[src/rtl/rf_wb_sched_if.sv]
// Purpose : writeback / issue / register-file bundle for rf_wb_sched.
// Latency : n/a (signal bundle only).
// Backpr. : lu_valid_i/lu_ready_o handshake; stall_o holds the issue stage.
// Ports   : pipe_* (WB stage), lu_* (long-latency unit), iss_* (issue stage),
//           rf_* (register file write port), busy_o/err_o (debug/status).
interface rf_wb_sched_if #(
  parameter int REG_BITS  = 5,
  parameter int DATA_BITS = 32,
  parameter int REG_NUMS  = 32
);
  logic                 pipe_wr_i;
  logic [REG_BITS-1:0]  pipe_rd_i;
  logic [DATA_BITS-1:0] pipe_data_i;
  logic                 lu_valid_i;
  logic [REG_BITS-1:0]  lu_rd_i;
  logic [DATA_BITS-1:0] lu_data_i;
  logic                 lu_ready_o;
  logic                 iss_mark_i;
  logic [REG_BITS-1:0]  iss_rd_i;
  logic                 iss_use_rs1_i;
  logic                 iss_use_rs2_i;
  logic [REG_BITS-1:0]  iss_rs1_i;
  logic [REG_BITS-1:0]  iss_rs2_i;
  logic                 stall_o;
  logic                 rf_wr_o;
  logic [REG_BITS-1:0]  rf_rd_o;
  logic [DATA_BITS-1:0] rf_data_o;
  logic [REG_NUMS-1:0]  busy_o;
  logic                 err_o;

  // Driver side: WB stage, long-latency unit and issue stage.
  modport master (
    output pipe_wr_i, pipe_rd_i, pipe_data_i,
    output lu_valid_i, lu_rd_i, lu_data_i,
    input  lu_ready_o,
    output iss_mark_i, iss_rd_i, iss_use_rs1_i, iss_use_rs2_i, iss_rs1_i, iss_rs2_i,
    input  stall_o,
    input  rf_wr_o, rf_rd_o, rf_data_o,
    input  busy_o, err_o
  );

  // Scheduler side.
  modport slave (
    input  pipe_wr_i, pipe_rd_i, pipe_data_i,
    input  lu_valid_i, lu_rd_i, lu_data_i,
    output lu_ready_o,
    input  iss_mark_i, iss_rd_i, iss_use_rs1_i, iss_use_rs2_i, iss_rs1_i, iss_rs2_i,
    output stall_o,
    output rf_wr_o, rf_rd_o, rf_data_o,
    output busy_o, err_o
  );
endinterface

[src/rtl/rf_wb_sched.sv]
// Purpose : merges pipeline WB and long-latency results onto the single RF
//           write port; per-register busy scoreboard drives the issue stall.
// Latency : pipe write 0 cycles (combinational to rf_*); LU result >=1 cycle
//           after push (registered FIFO, no bypass), +1 per competing pipe write.
// Backpr. : lu_ready_o low while the FIFO is full (registered count only);
//           stall_o holds issue on RAW/WAW against a pending LU result.
// Ports   : clk, rst (async, active-high), bus (rf_wb_sched_if.slave).
module rf_wb_sched #(
  parameter int REG_BITS  = 5,
  parameter int DATA_BITS = 32,
  parameter int REG_NUMS  = 32,
  parameter int LU_DEPTH  = 2
) (
  input  logic         clk,
  input  logic         rst,
  rf_wb_sched_if.slave bus
);
  localparam int PTR_BITS = (LU_DEPTH > 1) ? $clog2(LU_DEPTH) : 1;
  localparam int CNT_BITS = $clog2(LU_DEPTH + 1);
  localparam logic [CNT_BITS-1:0] DEPTH_C = CNT_BITS'(LU_DEPTH);

  logic [REG_BITS-1:0]  rd_mem   [LU_DEPTH];
  logic [DATA_BITS-1:0] data_mem [LU_DEPTH];
  logic [PTR_BITS-1:0]  wr_ptr, rd_ptr;
  logic [CNT_BITS-1:0]  count;
  logic [REG_NUMS-1:0]  busy_q, busy_d;
  logic                 err_q;

  logic                 push, pop, fifo_ne;
  logic [REG_BITS-1:0]  head_rd;
  logic [DATA_BITS-1:0] head_data;
  logic                 stall, mark_set, head_clr, err_set;

  assign fifo_ne   = (count != '0);
  assign head_rd   = rd_mem[rd_ptr];
  assign head_data = data_mem[rd_ptr];

  // Ready comes purely from registered count: a pop this cycle does not
  // open a slot until the next cycle.
  assign bus.lu_ready_o = (count < DEPTH_C);
  assign push = bus.lu_valid_i && bus.lu_ready_o;
  // The pipeline owns the port whenever it writes, even to x0.
  assign pop  = !bus.pipe_wr_i && fifo_ne;

  // The mark term keeps a register from being marked twice, which is what
  // guarantees set and clear never target the same bit in one cycle.
  assign stall = (bus.iss_use_rs1_i && busy_q[bus.iss_rs1_i]) ||
                 (bus.iss_use_rs2_i && busy_q[bus.iss_rs2_i]) ||
                 (bus.iss_mark_i    && busy_q[bus.iss_rd_i]);
  assign bus.stall_o = stall;

  assign mark_set = bus.iss_mark_i && !stall && (bus.iss_rd_i != '0);
  assign head_clr = pop && (head_rd != '0);

  assign err_set = (bus.pipe_wr_i && (bus.pipe_rd_i != '0) && busy_q[bus.pipe_rd_i]) ||
                   (push && (bus.lu_rd_i != '0) && !busy_q[bus.lu_rd_i]);

  // Write port mux; rf_wr_o is gated by rst because pipe_wr_i is a live input.
  always_comb begin
    bus.rf_wr_o   = 1'b0;
    bus.rf_rd_o   = '0;
    bus.rf_data_o = '0;
    if (bus.pipe_wr_i) begin
      bus.rf_wr_o   = !rst && (bus.pipe_rd_i != '0);
      bus.rf_rd_o   = bus.pipe_rd_i;
      bus.rf_data_o = bus.pipe_data_i;
    end else if (fifo_ne) begin
      bus.rf_wr_o   = !rst && (head_rd != '0);
      bus.rf_rd_o   = head_rd;
      bus.rf_data_o = head_data;
    end
  end

  always_comb begin
    busy_d = busy_q;
    if (head_clr) busy_d[head_rd] = 1'b0;
    if (mark_set) busy_d[bus.iss_rd_i] = 1'b1;
    busy_d[0] = 1'b0;
  end

  // FIFO storage needs no reset: occupancy is tracked by count alone.
  always_ff @(posedge clk) begin
    if (push) begin
      rd_mem[wr_ptr]   <= bus.lu_rd_i;
      data_mem[wr_ptr] <= bus.lu_data_i;
    end
  end

  always_ff @(posedge clk or posedge rst) begin
    if (rst) begin
      wr_ptr <= '0;
      rd_ptr <= '0;
      count  <= '0;
      busy_q <= '0;
      err_q  <= 1'b0;
    end else begin
      if (push) wr_ptr <= wr_ptr + 1'b1;
      if (pop)  rd_ptr <= rd_ptr + 1'b1;
      case ({push, pop})
        2'b10:   count <= count + 1'b1;
        2'b01:   count <= count - 1'b1;
        default: count <= count;
      endcase
      busy_q <= busy_d;
      if (err_set) err_q <= 1'b1;
    end
  end

  assign bus.busy_o = busy_q;
  assign bus.err_o  = err_q;
endmodule

[src/flat_wrapper.sv]
// flat-port wrapper written by rule: the top's interface ports become plain ports
module rf_wb_sched_flat 
#(
  parameter int REG_BITS  = 5,
  parameter int DATA_BITS = 32,
  parameter int REG_NUMS  = 32,
  parameter int LU_DEPTH  = 2
)
  (clk, rst, bus_pipe_wr_i, bus_pipe_rd_i, bus_pipe_data_i, bus_lu_valid_i, bus_lu_rd_i, bus_lu_data_i, bus_lu_ready_o, bus_iss_mark_i, bus_iss_rd_i, bus_iss_use_rs1_i, bus_iss_use_rs2_i, bus_iss_rs1_i, bus_iss_rs2_i, bus_stall_o, bus_rf_wr_o, bus_rf_rd_o, bus_rf_data_o, bus_busy_o, bus_err_o);
  rf_wb_sched_if #(.REG_BITS(REG_BITS), .DATA_BITS(DATA_BITS), .REG_NUMS(REG_NUMS)) bus_i ();
  input  logic clk;
  input  logic rst;
  input wire logic [$bits(bus_i.pipe_wr_i)-1:0] bus_pipe_wr_i;
  input wire logic [$bits(bus_i.pipe_rd_i)-1:0] bus_pipe_rd_i;
  input wire logic [$bits(bus_i.pipe_data_i)-1:0] bus_pipe_data_i;
  input wire logic [$bits(bus_i.lu_valid_i)-1:0] bus_lu_valid_i;
  input wire logic [$bits(bus_i.lu_rd_i)-1:0] bus_lu_rd_i;
  input wire logic [$bits(bus_i.lu_data_i)-1:0] bus_lu_data_i;
  output wire logic [$bits(bus_i.lu_ready_o)-1:0] bus_lu_ready_o;
  input wire logic [$bits(bus_i.iss_mark_i)-1:0] bus_iss_mark_i;
  input wire logic [$bits(bus_i.iss_rd_i)-1:0] bus_iss_rd_i;
  input wire logic [$bits(bus_i.iss_use_rs1_i)-1:0] bus_iss_use_rs1_i;
  input wire logic [$bits(bus_i.iss_use_rs2_i)-1:0] bus_iss_use_rs2_i;
  input wire logic [$bits(bus_i.iss_rs1_i)-1:0] bus_iss_rs1_i;
  input wire logic [$bits(bus_i.iss_rs2_i)-1:0] bus_iss_rs2_i;
  output wire logic [$bits(bus_i.stall_o)-1:0] bus_stall_o;
  output wire logic [$bits(bus_i.rf_wr_o)-1:0] bus_rf_wr_o;
  output wire logic [$bits(bus_i.rf_rd_o)-1:0] bus_rf_rd_o;
  output wire logic [$bits(bus_i.rf_data_o)-1:0] bus_rf_data_o;
  output wire logic [$bits(bus_i.busy_o)-1:0] bus_busy_o;
  output wire logic [$bits(bus_i.err_o)-1:0] bus_err_o;
  assign bus_i.pipe_wr_i = bus_pipe_wr_i;
  assign bus_i.pipe_rd_i = bus_pipe_rd_i;
  assign bus_i.pipe_data_i = bus_pipe_data_i;
  assign bus_i.lu_valid_i = bus_lu_valid_i;
  assign bus_i.lu_rd_i = bus_lu_rd_i;
  assign bus_i.lu_data_i = bus_lu_data_i;
  assign bus_lu_ready_o = bus_i.lu_ready_o;
  assign bus_i.iss_mark_i = bus_iss_mark_i;
  assign bus_i.iss_rd_i = bus_iss_rd_i;
  assign bus_i.iss_use_rs1_i = bus_iss_use_rs1_i;
  assign bus_i.iss_use_rs2_i = bus_iss_use_rs2_i;
  assign bus_i.iss_rs1_i = bus_iss_rs1_i;
  assign bus_i.iss_rs2_i = bus_iss_rs2_i;
  assign bus_stall_o = bus_i.stall_o;
  assign bus_rf_wr_o = bus_i.rf_wr_o;
  assign bus_rf_rd_o = bus_i.rf_rd_o;
  assign bus_rf_data_o = bus_i.rf_data_o;
  assign bus_busy_o = bus_i.busy_o;
  assign bus_err_o = bus_i.err_o;
  rf_wb_sched #(.REG_BITS(REG_BITS), .DATA_BITS(DATA_BITS), .REG_NUMS(REG_NUMS), .LU_DEPTH(LU_DEPTH)) u_core (.clk(clk), .rst(rst), .bus(bus_i));
endmodule
[config.mk]
export PLATFORM = sky130hd
export DESIGN_NAME = rf_wb_sched_flat
export DESIGN_NICKNAME = d
export VERILOG_FILES = /design/src/rtl/rf_wb_sched_if.sv /design/src/rtl/rf_wb_sched.sv /design/src/flat_wrapper.sv
export SDC_FILE = /design/constraint.sdc
export NUM_CORES = 1
export LEC_CHECK = 0
export BUFFER_PORTS_ARGS = -buffer_cell sky130_fd_sc_hd__buf_4
export CAP_MARGIN = 20
export CORE_ASPECT_RATIO = 1.75
export CORE_UTILIZATION = 45
export DETAILED_ROUTE_END_ITERATION = 8
export GPL_TIMING_DRIVEN = 0
export PLACE_DENSITY = 0.7
export REMOVE_ABC_BUFFERS = 1
export SYNTH_ARGS = -nofsm -noshare
export SYNTH_HDL_FRONTEND = slang
export SYNTH_SLANG_ARGS = --single-unit
[constraint.sdc]
create_clock -name clk -period 2.9 [get_ports clk]
set_input_delay 0.29 -clock clk [delete_from_list [all_inputs] [get_ports clk]]
set_output_delay 0.29 -clock clk [all_outputs]
set_load 0.01 [all_outputs]
==> results of run 1 <==
==> per-stage QoR <==
stage | hold WS, ps | setup WS [ps]
after floorplan | 388.9 | -45.48
after global placement | 456.2 | -694.8
after detailed placement | 457.6 | -292.4
after CTS | 106.4 | 0.3673
after global routing | 114.0 | -17.78
final | 101.6 | 19.82
==> worst paths after layout <==
kind / end / slack (ps) / cells past startpoint
min reg2reg: u_core.bus.err_o / 470 / 1
max: bus_stall_o / 20 / 6
max reg2reg: u_core.bus.busy_o[4] / 270 / 5
min: u_core.bus.busy_o[16] / 100 / 2
max in group asynchronous: u_core.rd_ptr / 2230 / 2
min in group clk: u_core.data_mem[1][15] / 120 / 1
==> critical path: stages, from the launching register on <==
cell and delay [ps]:
dfrtp_1 500, mux4_1 560, a22o_1 330, a211oi_4 310, nand2_1 90, a211o_1 300
buf_4 140
==> timing repair <==
item	4_1_cts	5_1_grt
pin swaps	2	3
cloned	1	1
gates resized for setup	3	6
setup endpoints to repair	1	14
buffers inserted	2	1
==> cell usage in the layout (no fill, tap or decap), types with 3 or more instances in the layout <==
master	netlist	layout
buf_4	5	170
edfxtp_1	74	74
o21ai_0	69	69
nand2_1	55	55
mux2i_1	52	51
mux4_2	32	33
dfrtp_1	36	32
o31ai_2	26	26
nand4_1	23	23
nor2_1	14	13
nand3_1	10	10
clkbuf_16	0	9
mux2_2	5	5
inv_1	6	5
xnor2_1	5	5
nor2b_1	5	5
nand3b_1	5	5
o31ai_1	5	5
nor3b_1	4	4
nand4b_1	4	4
dfrtp_2	0	4
a22oi_1	3	3
mux4_1	4	3
and3b_1	3	3
a211oi_4	1	3
inv_6	0	3
==> flip-flops by register name (all words and copies together), names as in the netlist <==
register	flops
u_core.bus.err_o	1
u_core.count	2
u_core.data_mem	64
u_core.wr_ptr	1
u_core.bus.busy_o	31
u_core.rd_ptr	1
u_core.rd_mem	10
==> metal layers <==
layer / vias to the layer above / GRT usage, % / wire [um]
li1: 2328 / - / -
met4: 0 / 17.12 / 1167
met2: 310 / 43.16 / 9797
met1: 2505 / 28.78 / 6654
met3: 75 / 3.619 / 1351
met5: - / 0 / 0
==> cells by family after synthesis <==
logic type,Yosys count
XOR/XNOR,5
AND/OR/NAND/NOR,136
buffers and inverters,46
other,1
adder cells (fa/ha/maj),1
multiplexers,93
AO/OA/AOI/OAI,123
flip-flops,110
==> Yosys cell counts (all sizes together), types with 3 or more instances <==
cell    instances
a211oi          3
a22oi           3
and3            3
and3b           3
buf            25
clkbuf         15
dfrtp          36
edfxtp         74
inv             6
mux2            5
mux2i          52
mux4           36
nand2          55
nand3          10
nand3b          5
nand4          23
nand4b          4
nor2           14
nor2b           5
nor3b           4
o21ai          69
o31ai          31
xnor2           5
==> final cells by class <==
| cell class | instances | share of cell area (%) |
|---|---|---|
| multi-input cells | 361 | 38.34 |
| repair buffers | 176 | 16.78 |
| inverters | 6 | 0.2760 |
| clock buffers | 9 | 2.760 |
| clock inverters | 7 | 0.7974 |
| flip-flops and latches | 110 | 38.34 |
| well taps | 177 | 2.714 |
==> power by group through the flow <==
stage	Clock, uW	Sequential (uW)	Combinational (uW)
after floorplan	0	2650	1600
after global placement	0	2790	2720
after detailed placement	0	2710	2920
after CTS	1220	2670	2970
after global routing	1260	2740	3220
final	1200	2700	3010
==> metrics.yaml, run 1 <==
run_status:
  status: "finished clean"
floorplanning:
  coreArea_um2: 13910
  die_w_um: 92.43
  num_io_pins: 169
  rows: 57
  die_y_um: 160.3
  initial_core_util_pct: 46.31
  die_area_um2: 14810
route:
  drtPass1Iterations: 5
  wl_um: 18970
  vias: 5218
  drt-wirelength-per-cell_um: 22.42
  drc: 0
  viasPerCell: 6.168
  drtIter0Drc: 296
  ant_nets: 0
clocking:
  ctsHoldBuffers: 0
  cts_buffers: 9
  clk_latency_ps: 360
  clock_tree.buffer_depth: 2
  ctsHtreeMaxLevel: 3
  clk_pin_slew_ps: 80
  root_buffer: "clkbuf_16"
  cts_tree: "built"
  clock-sinks: 110
finish:
  multi_input_area_um2: 3128
  post-route-util_pct: 58.67
  nNetsFinal: 761
  final_cells: 846
  fill_cells: 1131
  seq_area_um2: 3128
  area_delta_synth_final_pct: 26.70
  drive_gt1_share_pct: 40.51
  final_area_um2: 8159
  diodes: 0
synthesis:
  yosys.area_share.simple_pct: 10.82
  synthArstFlopShare_pct: 32.73
  synthAdderAreaFrac_pct: 0.1943
  yosysWarnings: 0
  synthMuxAreaShare_pct: 21.78
  yosysTopAreaCell: "edfxtp_1"
  synth_ff_type: "edfxtp_1"
  ys_ff_latch: 110
  synth_top_area_share_pct: 34.51
  synth_top_family_by_area: "multiplexers"
  synth_area_um2: 6440
  synthDistinctLibCells: 53
  synth_edf_count: 74
  synthTopCellsByArea: "edfxtp_1 (35%), dfrtp_1 (14%), mux4_2 (11%), mux2i_1 (8.1%), o21ai_0 (5.4%)"
  synth.avg_cell_area_um2: 12.50
  synth-xor-area-share_pct: 0.6800
  ys_seq_area_share_pct: 48.49
  syn_inst: 515
  synth_compound_area_share_pct: 14.14
pwr:
  power.clock.fraction_pct: 17.4
  total_power_uw: 6904
  swShare_pct: 38.57
  leakage_uw: 0.003271
  p_per_area_nw_per_um2: 846.2
  switchingPower_uw: 2663
  seq_power_share_pct: 39.1
  comb_power_share_pct: 43.5
  vdd_ir_drop_max_v: 0.0003820
  internal_power_uw: 4241
sta:
  finClkSkew_ps: 13.98
  finalSetupViolCount: 0
  tns_ps: 0
  hold_viol: 0
  slew_violations: 0
  fin_crit_sh_pct: 99.32
  tightestPinTransition_ps: 869.3
  max_freq_ghz: 0.3472
  slew-limit-headroom_pct: 42.05
  min_period_ps: 2880
  rsz0062_at_grt: "true"
placement:
  gp_congestion: 0.9557
  place_inst: 823
  placed_area_um2: 7792
  port_buffers: 167
  dp_hpwl_um: 13310
critical_path:
  end_kind: "output port"
  startpoint_type: "flip-flop"
  crit_type: "reg -> out"
  arrival_ps: 2590
  worstPathRequired_ps: 2610
  critPathMaxFanout: 7
  r2r-start: "u_core.bus.busy_o[5]"
  worstSetupStartpoint: "u_core.bus.busy_o[5]"
global_route:
  grt_pass1_vias: 5184
  grt_use_total_pct: 25.26
  antenna_found_initial: 0
  grt_max_degree: 41
  grt-ovfl-total: 0
  grt_pass1_wl_um: 28080
min_path:
  holdCritPathClass: "in -> async"
job:
  drv_cap: 0
Power figures use the tool's default switching activity.
==> run 2: changes to the inputs <==
--- a/config.mk
+++ b/config.mk
@@ -11,7 +11,7 @@
 export CORE_UTILIZATION = 45
 export DETAILED_ROUTE_END_ITERATION = 8
 export GPL_TIMING_DRIVEN = 0
-export PLACE_DENSITY = 0.7
+export PLACE_DENSITY = 0.68
 export REMOVE_ABC_BUFFERS = 1
 export SYNTH_ARGS = -nofsm -noshare
 export SYNTH_HDL_FRONTEND = slang
==> metrics.yaml, run 2 (synthesized netlist as in run 1, its figures left out) <==
pwr:
  p_per_area_nw_per_um2: 848.4
  total_power_uw: 6967
  comb_power_share_pct: 43.8
  vdd_ir_drop_max_v: 0.0003902
  swShare_pct: 38.71
  internal_power_uw: 4270
  power.clock.fraction_pct: 17.6
  leakage_uw: 0.003310
  seq_power_share_pct: 38.6
  switchingPower_uw: 2697
floorplanning:
  die_area_um2: 14810
  coreArea_um2: 13910
  initial_core_util_pct: 46.31
  rows: 57
  die_w_um: 92.43
  die_y_um: 160.3
  num_io_pins: 169
finish:
  drive_gt1_share_pct: 40.80
  largest_register_ff_count: 64
  layout.cells.most_common_list: "buf_4 (176), edfxtp_1 (74), o21ai_0 (69)"
  fill_cells: 1154
  final_area_um2: 8212
  area_delta_synth_final_pct: 27.51
  seq_area_um2: 3127
  post-route-util_pct: 59.05
  nNetsFinal: 766
  top_register: "u_core.data_mem"
  diodes: 0
  multi_input_area_um2: 3123
  final_common_cell: "buf_4"
clocking:
  clk_pin_slew_ps: 80
  clock-sinks: 110
  cts_buffers: 9
  ctsHoldBuffers: 0
  clock_tree.buffer_depth: 2
  clk_latency_ps: 350
  cts_tree: "built"
  ctsHtreeMaxLevel: 3
  root_buffer: "clkbuf_16"
critical_path:
  critPathMaxFanout: 7
  startpoint_type: "flip-flop"
  worstSetupStartpoint: "u_core.bus.busy_o[5]"
  arrival_ps: 2530
  worstPathRequired_ps: 2610
  r2r_setup_slack_ps: 300
  reg2reg_depth: 5
  r2r-start: "u_core.bus.busy_o[5]"
  cp_cell_sequence: "mux2i_1 > mux4_2 > a22oi_1 > and4_4 > a211o_1 > buf_4"
  r2r_end: "u_core.bus.busy_o[25]"
  crit_type: "reg -> out"
  cp_slowest_stage_delay_ps: 560
  path_buf_inv: 1
  critPathSlowestCell: "dfrtp_1"
  end_kind: "output port"
  path_delay_family: "multiplexers"
global_route:
  grt_use_total_pct: 27.39
  grt_pass1_vias: 5456
  grt_pass1_wl_um: 30420
  grt_max_degree: 41
  grt-ovfl-total: 0
  antenna_found_initial: 0
min_path:
  holdCritPathClass: "in -> async"
sta:
  finalWorstSetupSlack_ps: 76.53
  finClkSkew_ps: 6.837
  hold_viol: 0
  slew_violations: 0
  finalSetupViolCount: 0
  slew-limit-headroom_pct: 25.55
  fin_crit_sh_pct: 97.36
  tightestPinTransition_ps: 1114
  min_period_ps: 2823
  rsz0062_at_grt: "false"
  max_freq_ghz: 0.3542
  tns_ps: 0
route:
  drc: 0
  wl_um: 19900
  drtPass1Iterations: 4
  ant_nets: 0
  drtIter0Drc: 262
  drt-wirelength-per-cell_um: 23.38
  viasPerCell: 6.323
  vias: 5381
job:
  drv_cap: 0
placement:
  placed_area_um2: 7800
  gp_congestion: 0.9762
  port_buffers: 167
  dp_hpwl_um: 13690
  dp_slack_ps: -329.5
run_status:
  status: "finished clean"
## run 2: metrics by stage
step,hold slack [ps],instances
2_1_floorplan,388.9,475
5_1_grt,113.5,851
3_5_place_dp,477.7,824
4_1_cts,114.6,846
3_3_place_gp,455.9,819
6_report,111.0,851
## run 2: per-layer routing
layer | track usage, % | vias to the layer above | routed length, um
li1 | - | 2343 | -
met1 | 29.84 | 2599 | 6594
met2 | 46.43 | 348 | 10040
met3 | 4.810 | 91 | 1757
met4 | 21.02 | 0 | 1502
met5 | 0 | - | 0
## run 2: how the worst max path moves through the flow
stage | endpoint | slack (ps) | cells after the start
2_1_floorplan | bus_stall_o | -50 | 5
3_3_place_gp | bus_stall_o | -780 | 7
3_5_place_dp | bus_stall_o | -330 | 7
4_1_cts | u_core.bus.busy_o[28] | 3 | 5
5_1_grt | bus_stall_o | 5 | 6
6_report | bus_stall_o | 80 | 6
## run 2: area by class of cell
type / instances / area share (%)
Sequential cell: 110 / 38.08
Multi-Input combinational cell: 361 / 38.03
Timing Repair Buffer: 181 / 17.23
Clock buffer: 9 / 2.743
Tap cell: 177 / 2.697
Clock inverter: 7 / 0.9447
Inverter: 6 / 0.2743
## run 2: what timing repair did
| action | CTS | global route |
|---|---|---|
| gates resized for setup | 4 | 3 |
| cloned | 2 | 0 |
| endpoints found under the setup margin | 4 | 1 |
| hold endpoints to repair | 0 | 0 |
| pin swaps | 4 | 1 |
| buffers inserted | 4 | 4 |
## run 2: power groups by stage
stage | clock, uW | sequential (uW) | combinational [uW]
floorplan | 0 | 2650 | 1600
global route | 1300 | 2740 | 3270
global placement | 0 | 2790 | 2740
detailed placement | 0 | 2700 | 2940
finish | 1230 | 2690 | 3050
CTS | 1240 | 2670 | 3010
==> run 3: changes to the inputs <==
--- a/config.mk
+++ b/config.mk
@@ -5,7 +5,7 @@
 export SDC_FILE = /design/constraint.sdc
 export NUM_CORES = 1
 export LEC_CHECK = 0
-export BUFFER_PORTS_ARGS = -buffer_cell sky130_fd_sc_hd__buf_4
+export BUFFER_PORTS_ARGS = -buffer_cell sky130_fd_sc_hd__buf_2
 export CAP_MARGIN = 20
 export CORE_ASPECT_RATIO = 1.75
 export CORE_UTILIZATION = 45
==> metrics.yaml, run 3 (synthesized netlist as in run 1, its figures left out) <==
run_status:
  status: "finished clean"
sta:
  tns_ps: 0
  fin_crit_sh_pct: 99.36
  slew_violations: 0
  rsz0062_at_grt: "false"
  max_freq_ghz: 0.3471
  tightestPinTransition_ps: 1265
  finalSetupViolCount: 0
  finClkSkew_ps: 7.801
  finalWorstSetupSlack_ps: 18.69
  min_period_ps: 2881
  slew-limit-headroom_pct: 15.48
  hold_viol: 0
finish:
  diodes: 0
  largest_register_ff_count: 64
  layout.cells.most_common_list: "buf_2 (167), edfxtp_1 (74), o21ai_0 (69)"
  nNetsFinal: 763
  post-route-util_pct: 55.72
  multi_input_area_um2: 3112
  final_common_cell: "buf_2"
  final_cells: 848
  drive_gt1_share_pct: 40.24
  final_area_um2: 7749
  top_register: "u_core.data_mem"
  seq_area_um2: 3127
  fill_cells: 1213
  area_delta_synth_final_pct: 20.32
job:
  drv_cap: 0
global_route:
  grt-ovfl-total: 0
  grt_max_degree: 41
  grt_pass1_wl_um: 28210
  grt_use_total_pct: 25.16
  antenna_found_initial: 0
  grt_pass1_vias: 5211
clocking:
  clock-sinks: 110
  cts_tree: "built"
  ctsHtreeMaxLevel: 3
  clk_pin_slew_ps: 80
  clk_latency_ps: 350
  clock_tree.buffer_depth: 2
  ctsHoldBuffers: 0
  cts_buffers: 9
  root_buffer: "clkbuf_16"
placement:
  place_inst: 823
  placed_area_um2: 7375
  gp_congestion: 0.9483
  dp_hpwl_um: 13340
  dp_slack_ps: -419.5
  port_buffers: 167
route:
  vias: 5285
  drt-wirelength-per-cell_um: 22.67
  wl_um: 19230
  drtIter0Drc: 281
  drtPass1Iterations: 6
  met3_length_um: 1700
  viasPerCell: 6.232
  met2_length_um: 9901
  m1WireLength_um: 6356
  top_layer_used: "met4"
  ant_nets: 0
  drc: 0
pwr:
  vdd_ir_drop_max_v: 0.0003607
  leakage_uw: 0.003166
  p_per_area_nw_per_um2: 862.7
floorplanning:
  rows: 57
  initial_core_util_pct: 46.31
  coreArea_um2: 13910
  die_area_um2: 14810
  num_io_pins: 169
  die_w_um: 92.43
  die_y_um: 160.3
critical_path:
  worstPathRequired_ps: 2610
  critPathMaxFanout: 7
  startpoint_type: "flip-flop"
  arrival_ps: 2590
  end_kind: "output port"
  crit_type: "reg -> out"
min_path:
  holdCritPathClass: "in -> async"
[run 3: cell count changes in the layout (fill, tap and decap cells not counted), sizes merged]
| cell | delta |
|---|---|
| inv | +1 |
| clkinv | -1 |
| buf | -3 |
[run 3: where the power goes]
| group | switching [uW] | internal [uW] | total [uW] |
|---|---|---|---|
| logic | 1480 | 1300 | 2780 |
| registers | 570 | 2130 | 2700 |
| clock network | 603 | 605 | 1210 |
| total | 2650 | 4030 | 6680 |
[run 3: layout make-up]
cell class                      instances  share of cell area (%)
Clock buffer                            9                   2.907
Clock inverter                          7                  0.8558
Inverter                                6                  0.2907
Multi-Input combinational cell        361                   40.16
Sequential cell                       110                   40.35
Tap cell                              177                   2.858
Timing Repair Buffer                  178                   12.58
[run 3: repair_timing]
| action | CTS | global route |
|---|---|---|
| pin swaps | 2 | 1 |
| buffers inserted | 2 | 4 |
| gates resized for setup | 2 | 2 |
| endpoints found under the setup margin | 1 | 1 |
| gates cloned | 1 | 1 |
| hold endpoints to repair | 0 | 0 |
[run 3: path summary, 6_finish.rpt]
| kind | from | slack (ps) | cells after the start | endpoint |
|---|---|---|---|---|
| worst max-delay path | u_core.bus.busy_o[7] | 20 | 6 | bus_stall_o |
| worst min-delay path | rst | 120 | 2 | u_core.bus.busy_o[20] |
| worst max register to register | u_core.bus.busy_o[7] | 270 | 5 | u_core.bus.busy_o[26] |
| worst min register to register | u_core.bus.err_o | 470 | 1 | u_core.bus.err_o |
| max in group asynchronous | rst | 2200 | 2 | u_core.bus.busy_o[13] |
| min in group clk | bus_lu_data_i[14] | 130 | 1 | u_core.data_mem[1][14] |
[run 3: stage by stage]
step                      hold slack [ps]  total power [uW]
final                               122.4              6684
after global routing                113.4              6985
after CTS                           117.9              6636
after detailed placement            454.8              5402
after global placement              450.5              5279
after floorplan                     388.9              4251
[run 3: worst max-delay path, cell delays in order, from the launching register on]
cell	delay, ps
dfrtp_1	520
mux2i_1	140
mux4_2	530
a22oi_1	430
and4_4	390
a211o_1	110
buf_2	120
[run 3: metal layers]
metal / global-route usage [%] / up-vias
li1: - / 2333
met1: 27.33 / 2532
met2: 44.41 / 347
met3: 5.286 / 73
met4: 14.49 / 0
met5: 0 / -
